<file path="config.mk">
export PLATFORM = sky130hd
export DESIGN_NAME = axi_req_master
export DESIGN_NICKNAME = d
export VERILOG_FILES = /design/src/rtl/axi_pkg.sv /design/src/rtl/axi_wdog_ctr.sv /design/src/rtl/axi_req_master.sv
export SDC_FILE = /design/constraint.sdc
export NUM_CORES = 1
export LEC_CHECK = 0
export ABC_AREA = 1
export CAP_MARGIN = 20
export CORE_MARGIN = 2
export CORE_UTILIZATION = 40
export DETAILED_ROUTE_END_ITERATION = 7
export DONT_BUFFER_PORTS = 1
export GPL_TIMING_DRIVEN = 0
export SKIP_CTS_REPAIR_TIMING = 1
export SLEW_MARGIN = 20
export SYNTH_ARGS = -nofsm -noshare
export SYNTH_HDL_FRONTEND = slang
export SYNTH_SLANG_ARGS = --single-unit
</file>
<file path="constraint.sdc">
create_clock -name clk_i -period 3.6 [get_ports clk_i]
set_input_delay 0.54 -clock clk_i [delete_from_list [all_inputs] [get_ports clk_i]]
set_output_delay 0.54 -clock clk_i [all_outputs]
set_load 0.1 [all_outputs]
</file>
<file path="src/rtl/axi_pkg.sv">
// Shared types for the single-beat AXI request master: FSM state encoding and AXI response codes.
package axi_pkg;

  typedef enum logic [2:0] {
    ST_IDLE,
    ST_AR,
    ST_R,
    ST_AW_W,
    ST_B,
    ST_RSP
  } axi_mst_state_t;

  localparam logic [1:0] OKAY   = 2'b00;
  localparam logic [1:0] EXOKAY = 2'b01;
  localparam logic [1:0] SLVERR = 2'b10;
  localparam logic [1:0] DECERR = 2'b11;

endpackage

</file>
<file path="src/rtl/axi_wdog_ctr.sv">
// Watchdog counter: counts enabled cycles since clear, flags expiry on the LIMIT-th enabled cycle.
// Latency: expired is combinational from the count register; clear and enable take effect next cycle.
module axi_wdog_ctr #(
  parameter int LIMIT = 1024
) (
  input  logic clk_i,
  input  logic rst_ni,
  input  logic clear,
  input  logic enable,
  output logic expired
);

  localparam int W = $clog2(LIMIT) + 1;

  logic [W-1:0] cnt;

  // Expiry is asserted while the LIMIT-th enabled cycle is in progress, so the owner reacts on that edge.
  assign expired = enable && (cnt == W'(LIMIT - 1));

  always_ff @(posedge clk_i or negedge rst_ni) begin
    if (!rst_ni) begin
      cnt <= '0;
    end else if (clear) begin
      cnt <= '0;
    end else if (enable && !expired) begin
      cnt <= cnt + 1'b1;
    end
  end

endmodule

</file>
<file path="src/rtl/axi_req_master.sv">
// Converts simple one-at-a-time requests into single-beat AXI4 transactions; response pulse >= 3 cycles after accept.
// No backpressure on responses; all AXI outputs registered. Optional abort timer under AXI_REQ_MASTER_TIMEOUT_EN.
module axi_req_master
  import axi_pkg::*;
#(
  parameter int TIMEOUT_CYCLES = 1024
) (
  input  logic        clk_i,
  input  logic        rst_ni,
  input  logic        req_valid,
  output logic        req_ready,
  input  logic        req_wr,
  input  logic [31:0] req_addr,
  input  logic [31:0] req_wdata,
  input  logic [3:0]  req_wstrb,
  output logic        rsp_valid,
  output logic [31:0] rsp_rdata,
  output logic        rsp_err,
  output logic        m_axi_awvalid,
  input  logic        m_axi_awready,
  output logic [31:0] m_axi_awaddr,
  output logic        m_axi_wvalid,
  input  logic        m_axi_wready,
  output logic [31:0] m_axi_wdata,
  output logic [3:0]  m_axi_wstrb,
  input  logic        m_axi_bvalid,
  output logic        m_axi_bready,
  input  logic [1:0]  m_axi_bresp,
  output logic        m_axi_arvalid,
  input  logic        m_axi_arready,
  output logic [31:0] m_axi_araddr,
  input  logic        m_axi_rvalid,
  output logic        m_axi_rready,
  input  logic [31:0] m_axi_rdata,
  input  logic [1:0]  m_axi_rresp,
  input  logic        m_axi_rlast
);

  axi_mst_state_t state;
  logic           busy;
  logic           tmo_expired;
  logic           unused_rlast;

  assign busy         = (state == ST_AR) || (state == ST_R) || (state == ST_AW_W) || (state == ST_B);
  assign req_ready    = rst_ni && (state == ST_IDLE);
  assign unused_rlast = m_axi_rlast;

`ifdef AXI_REQ_MASTER_TIMEOUT_EN
  axi_wdog_ctr #(
    .LIMIT (TIMEOUT_CYCLES)
  ) u_wdog (
    .clk_i   (clk_i),
    .rst_ni  (rst_ni),
    .clear   (state == ST_IDLE),
    .enable  (busy),
    .expired (tmo_expired)
  );
`else
  logic [31:0] unused_tmo;
  assign unused_tmo  = TIMEOUT_CYCLES;
  assign tmo_expired = 1'b0;
`endif

  always_ff @(posedge clk_i or negedge rst_ni) begin
    if (!rst_ni) begin
      state         <= ST_IDLE;
      rsp_valid     <= 1'b0;
      rsp_rdata     <= '0;
      rsp_err       <= 1'b0;
      m_axi_awvalid <= 1'b0;
      m_axi_awaddr  <= '0;
      m_axi_wvalid  <= 1'b0;
      m_axi_wdata   <= '0;
      m_axi_wstrb   <= '0;
      m_axi_bready  <= 1'b0;
      m_axi_arvalid <= 1'b0;
      m_axi_araddr  <= '0;
      m_axi_rready  <= 1'b0;
    end else begin
      rsp_valid <= 1'b0;
      case (state)
        ST_IDLE: begin
          if (req_valid) begin
            if (req_wr) begin
              m_axi_awvalid <= 1'b1;
              m_axi_awaddr  <= req_addr;
              m_axi_wvalid  <= 1'b1;
              m_axi_wdata   <= req_wdata;
              m_axi_wstrb   <= req_wstrb;
              state         <= ST_AW_W;
            end else begin
              m_axi_arvalid <= 1'b1;
              m_axi_araddr  <= req_addr;
              state         <= ST_AR;
            end
          end
        end
        ST_AR: begin
          if (m_axi_arvalid && m_axi_arready) begin
            m_axi_arvalid <= 1'b0;
            m_axi_rready  <= 1'b1;
            state         <= ST_R;
          end
        end
        ST_R: begin
          if (m_axi_rvalid && m_axi_rready) begin
            m_axi_rready <= 1'b0;
            rsp_rdata    <= m_axi_rdata;
            rsp_err      <= (m_axi_rresp != OKAY);
            rsp_valid    <= 1'b1;
            state        <= ST_RSP;
          end
        end
        ST_AW_W: begin
          // A channel whose valid is already low finished its handshake in an earlier cycle.
          if (m_axi_awvalid && m_axi_awready) m_axi_awvalid <= 1'b0;
          if (m_axi_wvalid && m_axi_wready)   m_axi_wvalid  <= 1'b0;
          if ((!m_axi_awvalid || m_axi_awready) && (!m_axi_wvalid || m_axi_wready)) begin
            m_axi_bready <= 1'b1;
            state        <= ST_B;
          end
        end
        ST_B: begin
          if (m_axi_bvalid && m_axi_bready) begin
            m_axi_bready <= 1'b0;
            rsp_rdata    <= '0;
            rsp_err      <= (m_axi_bresp != OKAY);
            rsp_valid    <= 1'b1;
            state        <= ST_RSP;
          end
        end
        ST_RSP:  state <= ST_IDLE;
        default: state <= ST_IDLE;
      endcase

      // Abort overrides whatever the channel logic decided this cycle.
      if (busy && tmo_expired) begin
        m_axi_awvalid <= 1'b0;
        m_axi_wvalid  <= 1'b0;
        m_axi_bready  <= 1'b0;
        m_axi_arvalid <= 1'b0;
        m_axi_rready  <= 1'b0;
        rsp_rdata     <= '0;
        rsp_err       <= 1'b1;
        rsp_valid     <= 1'b1;
        state         <= ST_RSP;
      end
    end
  end

endmodule
</file>
; After elaboration in Yosys (flattened, before gate mapping)
; Cells that the tools add are included.
[word_totals]
out_inout_bits = 140
reg_bits = 142
inputBits = 114
[classes]
eq_ne = 13
n_mux = 32
n_reduce_logical = 28
n_bitwise = 1
[ops]
columns = operator, n
row1 = 32-bit two-way mux, 2
row2 = 32-bit case mux with 2 select lines, 1
row3 = 1-bit two-way mux, 15
row4 = 3-bit two-way mux, 5
row5 = 3-bit case mux with 5 select lines, 1
row6 = 3-bit AND reduction, 5
row7 = 1-bit case mux with 2 select lines, 7
row8 = 2-bit nonzero test, 7
row9 = 2-bit by 1-bit inequality test with 1-bit output (second input constant), 6
row10 = 4-bit AND reduction, 3
row11 = 1-bit logical AND, 7
row12 = 3-bit by 2-bit equality test with 1-bit output (second input constant), 2
row13 = 2-bit inequality test (second input constant), 3
row14 = 5-bit AND reduction, 1
row15 = 3-bit by 1-bit equality test with 1-bit output (second input constant), 1
row16 = 3-bit equality test (second input constant), 1
row17 = 3-bit logical NOT, 1
row18 = 1-bit logical NOT, 2
row19 = 1-bit logical OR, 2
row20 = 2-bit two-way mux, 1
row21 = 1-bit inverter, 1

; Logic depth before layout (Yosys ltp)
; Gate-level depths: netlist (run 1).
[logic_depth]
word_depth = 5
ltp_mapped = 9
depth_no_buf = 9

; Worst setup path after synthesis (run 1)
; No wires, ideal clock.
[synth_timing]
path_type = reg-to-output
from = register state[2]
to = output req_ready
arrival_ns = 1.948
slack_ns = 1.112
stages_incl_launch_ff = 5
path_cell_list = dfrtp_1 > buf_4 > inv_1 > nand2_2 > nor2_1
[synth_between]
elab_chain_cells = 2
[synth_lines]
columns = element, line_no
row1 = "start, declared", axi_req_master.sv:39  ; axi_mst_state_t state;
row2 = "start signal, assigned", axi_req_master.sv:66  ; state <= ST_IDLE;
row3 = "start signal, assigned", axi_req_master.sv:90  ; state <= ST_AW_W;
row4 = "start signal, assigned", axi_req_master.sv:94  ; state <= ST_AR;
row5 = 3-bit logical NOT, axi_req_master.sv:45  ; assign req_ready = rst_ni && (state == ST_IDLE);
row6 = 1-bit logical AND, axi_req_master.sv:45
row7 = "end, declared", axi_req_master.sv:11  ; output logic req_ready,
; No other way between the ends.

; Worst setup path in the final report (run 1)
[layout_timing]
from = register state[1]
to = output req_ready
; Same word-level chain as after synthesis.

==> results of run 1 <==
## flip-flops by register name, summed over array words and instances, names as in the netlist
signal         count
m_axi_wvalid       1
state              3
m_axi_bready       1
m_axi_araddr      32
rsp_valid          1
m_axi_awaddr      32
m_axi_wdata       32
m_axi_arvalid      1
m_axi_awvalid      1
m_axi_wstrb        4
rsp_err            1
m_axi_rready       1
rsp_rdata         32
## worst max-delay path, cell delays in order (launching register included)
cell	delay, ns
dfrtp_1	0.46
nor2_4	0.19
nand2_2	0.12
nor2_2	0.83
## synthesized netlist by cell type
cell type | instances | share of area, %
buf_2 | 24 | 2.1
nor2_4 | 2 | 0.39
nand2_2 | 2 | 0.22
clkbuf_1 | 3 | 0.19
o21ai_4 | 1 | 0.28
nand3_2 | 16 | 2.8
buf_6 | 3 | 0.58
nor2_1 | 5 | 0.32
a21oi_1 | 2 | 0.17
nand3b_1 | 1 | 0.13
o21ai_1 | 64 | 5.5
inv_2 | 2 | 0.13
o21ai_0 | 62 | 5.3
buf_4 | 2 | 0.26
nand2_1 | 130 | 8.4
nand3_1 | 25 | 2.2
inv_1 | 111 | 7.2
dfrtp_1 | 142 | 61
nand4_1 | 2 | 0.22
buf_8 | 1 | 0.26
o21ai_2 | 15 | 2.3
## worst max path at each step
stage                 start      endpoint  slack [ns]  cells past startpoint
2_1_floorplan      state[2]     req_ready        1.11                      4
3_3_place_gp       state[2]     req_ready        1.00                      4
3_5_place_dp   m_axi_rready  rsp_rdata[9]        1.48                      6
4_1_cts            state[2]     req_ready        1.02                      4
5_1_grt            state[2]     req_ready        0.95                      4
6_report           state[1]     req_ready        1.05                      3
## cell families (layout without fill, tap and decap cells)
| family | count (synthesis) | count (layout) | synth area share [%] |
|---|---|---|---|
| AO/OA/AOI/OAI | 144 | 144 | 13.6 |
| buffers and inverters | 146 | 178 | 10.7 |
| flip-flops | 142 | 142 | 61.2 |
| AND/OR/NAND/NOR | 183 | 183 | 14.6 |
## placed cells by master, fill, tap and decap left out, drive strengths merged
| cell | count |
|---|---|
| a21oi | 2 |
| buf | 30 |
| bufinv | 3 |
| clkbuf | 20 |
| clkinv | 8 |
| clkinvlp | 1 |
| dfrtp | 142 |
| inv | 116 |
| nand2 | 132 |
| nand3 | 41 |
| nand3b | 1 |
| nand4 | 2 |
| nor2 | 7 |
| o21ai | 142 |
## report_power, final
group	total (W)	switching, W	internal (W)
registers	0.00160	0	0.00160
logic	0.0000244	0.0000167	0.00000768
clock network	0.00180	0.000704	0.00110
## cell type report
cell class	instances	area [um^2]	share of cell area [%]
clock inverters	15	186	2.80
clock buffers	17	425	6.39
plain buffers	33	195	2.93
multi-input cells	327	1640	24.6
inverters	113	424	6.38
well taps	184	230	3.46
flip-flops and latches	142	3550	53.4
## routing by layer
layer / share of wire, % / global-route usage [%]
met2: 49 / 29.5
met1: 40 / 21.9
met3: 9.2 / 7.82
met4: 2.6 / 7.87
met5: 0 / 0
## metrics by stage
stage,hold slack (ns),cells,util [%]
5_1_grt,-0.208,831,46.3
3_5_place_dp,0.247,799,42.0
3_3_place_gp,0.247,799,42.0
6_report,-0.178,831,46.3
2_1_floorplan,0.244,615,-
4_1_cts,-0.203,831,46.3
==> impl_metrics.env, run 1 <==
export IMPL_grt_pass1_vias=4323
export IMPL_grt_setup_unrepaired="no"
export IMPL_tritoncts="yes"
export IMPL_hold_violations=142
export IMPL_detail_route_vias_per_cell=5.02
export IMPL_drt_wl_total_um=13800
export IMPL_die_h_um=125
export IMPL_nNetsFinal=748
export IMPL_yosys_warnings=0
export IMPL_drt_initial_drc_count=170
export IMPL_grt_pass1_wl_um=22700
export IMPL_power_w=0.00342
export IMPL_power_density_nw_per_um2=515
export IMPL_required_ns=3.06
export IMPL_worstSkewPairLatency_ns=0.41
export IMPL_critPathMaxFanout=5
export IMPL_cts_sinks=142
export IMPL_fin_setup_tns_ns=0
export IMPL_syn_to_final_growth_pct=14.5
export IMPL_ys_seq_area_share_pct=61.2
export IMPL_cts_max_level=4
export IMPL_gp_congestion=0.835
export IMPL_pre_cts_slack_ns=1.48
export IMPL_grt_usage_pct=18.5
export IMPL_max_cap_viol_count=0
export IMPL_antenna_found_initial=0
export IMPL_timing_final_ws_setup_ns=1.05
export IMPL_final_layout_size_suffix_gt1_share_pct=15.6
export IMPL_fillers=1378
export IMPL_vias=4170
export IMPL_grt_overflow_total=0
export IMPL_violations="hold timing"
export IMPL_place_area_um2=6040
export IMPL_worstReg2RegEnd="rsp_rdata[9]"
export IMPL_final_cell_area_um2=6650
export IMPL_place_hpwl_um=10200
export IMPL_dr_pass1_iters=4
export IMPL_critPathArrivalTime_ns=2.01
export IMPL_worstSetupPathType="reg -> out"
export IMPL_core_um2=14400
export IMPL_core_rowCount=44
export IMPL_slew_viol_final=0
export IMPL_io_pins=254
export IMPL_avgSynthCellArea_um2=9.44
export IMPL_start_kind="flip-flop"
export IMPL_clock_path_buffers=2
export IMPL_fmax_mhz=393
export IMPL_holdWs_ns=-0.178
export IMPL_status="finished, violations left"
export IMPL_ys_types=21
export IMPL_final_antenna_net_count=0
export IMPL_endpoint_kind="output pin"
export IMPL_rr_startpoint="m_axi_rready"
export IMPL_p_leak_nw=3.39
export IMPL_worstMarginPinSlew_ns=1.08
export IMPL_fin_worst_skew_ns=0.00540
export IMPL_initial_core_util_pct=40.4
export IMPL_finalCriticalPeriod_ns=2.55
export IMPL_antenna_cells=0
export IMPL_syn_inst=615
export IMPL_syn_area_um2=5810
export IMPL_finalSetupViolations=0
export IMPL_peakVddDrop_mv=0.288
export IMPL_drc=0
export IMPL_reg2regPathDepth=6
export IMPL_cts_made_buffers=17
export IMPL_fp_dieW_um=125
export IMPL_clk_pin_slew_ns=0.06
export IMPL_synth_seq_cells=142
export IMPL_syn_nets=729
export IMPL_regToRegSetupSlack_ns=1.50
export IMPL_max_slew_margin_pct=28.2
export IMPL_min_path_type="in -> async"
export IMPL_cts_root_buf="clkbuf_16"
export IMPL_wl_per_cell_um=16.6
export IMPL_grt_max_degree=144
export IMPL_die_area_um2=15500
export IMPL_fin_crit_sh_pct=70.7
export IMPL_io_buffers=0
No activity file was read; power rests on OpenSTA's default activity.
==> run 2: changes to the inputs <==
Clock period 3.6 ns to 2.2 ns, I/O delays scaled along.
==> run 2 against run 1 <==
Net effect:
- clock skew increased by 0.0023 ns
- core utilization decreased by 0.10 points
- largest power group unchanged
- cell count unchanged
- the run still ends with hold timing left
- first-iteration DRC count increased by 39%
- sequential cell count unchanged
- critical endpoint unchanged
- clock power increased by 58%
- hold slack got worse by 0.21 ns
==> impl_metrics.env, run 2 (same netlist as run 1, synthesis figures left out) <==
export IMPL_peakVddDrop_mv=0.416
export IMPL_required_ns=1.87
export IMPL_globalRouteMet3Util_pct=7.65
export IMPL_grt_met2_usage_pct=31.3
export IMPL_initial_core_util_pct=40.4
export IMPL_most_common_layout_cells="dfrtp_1 (141), nand2_1 (130), inv_1 (111), o21ai_1 (64), o21ai_0 (62)"
export IMPL_top_usage_layer="met2"
export IMPL_final_layout_size_suffix_gt1_share_pct=15.6
export IMPL_final_common_cell="dfrtp_1"
export IMPL_grt_pass1_wl_um=23200
export IMPL_detail_route_vias_per_cell=4.97
export IMPL_slew_viol_final=0
export IMPL_endpoint_kind="output pin"
export IMPL_final_cell_area_um2=6640
export IMPL_clock_path_buffers=2
export IMPL_status="finished, violations left"
export IMPL_timing_final_ws_setup_ns=0.174
export IMPL_grt_pass1_vias=4421
export IMPL_wl_per_cell_um=16.7
export IMPL_antenna_found_initial=0
export IMPL_gp_congestion=0.827
export IMPL_worstReg2RegEnd="rsp_err"
export IMPL_critPathMaxFanout=8
export IMPL_core_rowCount=44
export IMPL_critPathArrivalTime_ns=1.70
export IMPL_cts_root_buf="clkbuf_16"
export IMPL_tritoncts="yes"
export IMPL_dr_pass1_iters=4
export IMPL_power_density_nw_per_um2=829
export IMPL_final_antenna_net_count=0
export IMPL_clk_pin_slew_ns=0.06
export IMPL_crit_slowest_cell="nor2_4"
export IMPL_max_cap_viol_count=0
export IMPL_core_um2=14400
export IMPL_rr_startpoint="m_axi_bready"
export IMPL_fin_util_pct=46.2
export IMPL_io_buffers=0
export IMPL_hold_violations=142
export IMPL_drt_wl_total_um=13900
export IMPL_slowest_delay_ns=0.51
export IMPL_start_kind="flip-flop"
export IMPL_regToRegSetupSlack_ns=0.18
export IMPL_fmax_mhz=494
export IMPL_place_area_um2=6040
export IMPL_worstMarginPinSlew_ns=1.00
export IMPL_antenna_cells=0
export IMPL_drt_initial_drc_count=236
export IMPL_cts_sinks=142
export IMPL_finalSetupViolations=0
export IMPL_holdWs_ns=-0.385
export IMPL_p_leak_nw=3.38
export IMPL_grt_max_degree=144
export IMPL_grtUsageMet1_pct=22.2
export IMPL_io_pins=254
export IMPL_fp_dieW_um=125
export IMPL_worstSkewPairLatency_ns=0.41
export IMPL_crit_chain="buf_4 -> inv_1 -> nand2_2 -> nor2_4"
export IMPL_pre_cts_slack_ns=0.0927
export IMPL_syn_to_final_growth_pct=14.3
export IMPL_vias=4129
export IMPL_die_h_um=125
export IMPL_nNetsFinal=748
export IMPL_grt_setup_unrepaired="no"
export IMPL_reg2regPathDepth=6
export IMPL_fin_setup_tns_ns=0
export IMPL_finalCriticalPeriod_ns=2.03
export IMPL_max_slew_margin_pct=33.1
export IMPL_drc=0
export IMPL_grt_usage_pct=18.6
export IMPL_fin_worst_skew_ns=0.00770
export IMPL_min_path_type="in -> async"
export IMPL_cts_max_level=4
export IMPL_grt_overflow_total=0
export IMPL_fin_crit_sh_pct=92.1
export IMPL_worstSetupPathType="reg -> out"
export IMPL_die_area_um2=15500
export IMPL_place_hpwl_um=10300
export IMPL_cts_made_buffers=17
export IMPL_violations="hold timing"
-- run 2: worst max-delay path by stage --
| stage | depth (start not counted) | end | from |
|---|---|---|---|
| 2_1_floorplan | 6 | rsp_rdata[10] | m_axi_rready |
| 3_3_place_gp | 6 | rsp_rdata[4] | m_axi_rready |
| 3_5_place_dp | 6 | rsp_err | m_axi_rready |
| 4_1_cts | 4 | req_ready | state[2] |
| 5_1_grt | 6 | rsp_err | m_axi_bready |
| 6_report | 4 | req_ready | state[2] |
-- run 2: power by group --
group	internal, W	leakage [nW]	total [W]	switching, W
Sequential	0.00261	1.80	0.00261	0
Clock	0.00174	0.287	0.00285	0.00111
Combinational	0.0000126	1.29	0.0000394	0.0000269
Total	0.00436	3.38	0.00550	0.00114
-- run 2: through the flow --
step / total power (W) / std cells
2_1_floorplan: 0.00269 / 615
3_3_place_gp: 0.00270 / 799
3_5_place_dp: 0.00270 / 799
4_1_cts: 0.00557 / 831
5_1_grt: 0.00571 / 831
6_report: 0.00550 / 831
-- run 2: critical path, delay by kind of cell (launching register included) --
kind                   cells  cell delay [ns]
buffers and inverters      2             0.29
DFF                        1             0.36
and+or+nand+nor            2             0.64
-- run 2: layout make-up --
type | count | area (um^2)
clock inverters | 12 | 134
plain buffers | 33 | 195
multi-input cells | 327 | 1640
flip-flops and latches | 142 | 3550
fillers | 1403 | 7730
well taps | 184 | 230
inverters | 113 | 424
clock buffers | 20 | 457
-- run 2: metal layers --
layer	vias to the layer above	share of wire [%]
met5	-	0
met4	0	0.91
met3	10	8.8
met2	178	50
met1	1974	40
li1	1967	-
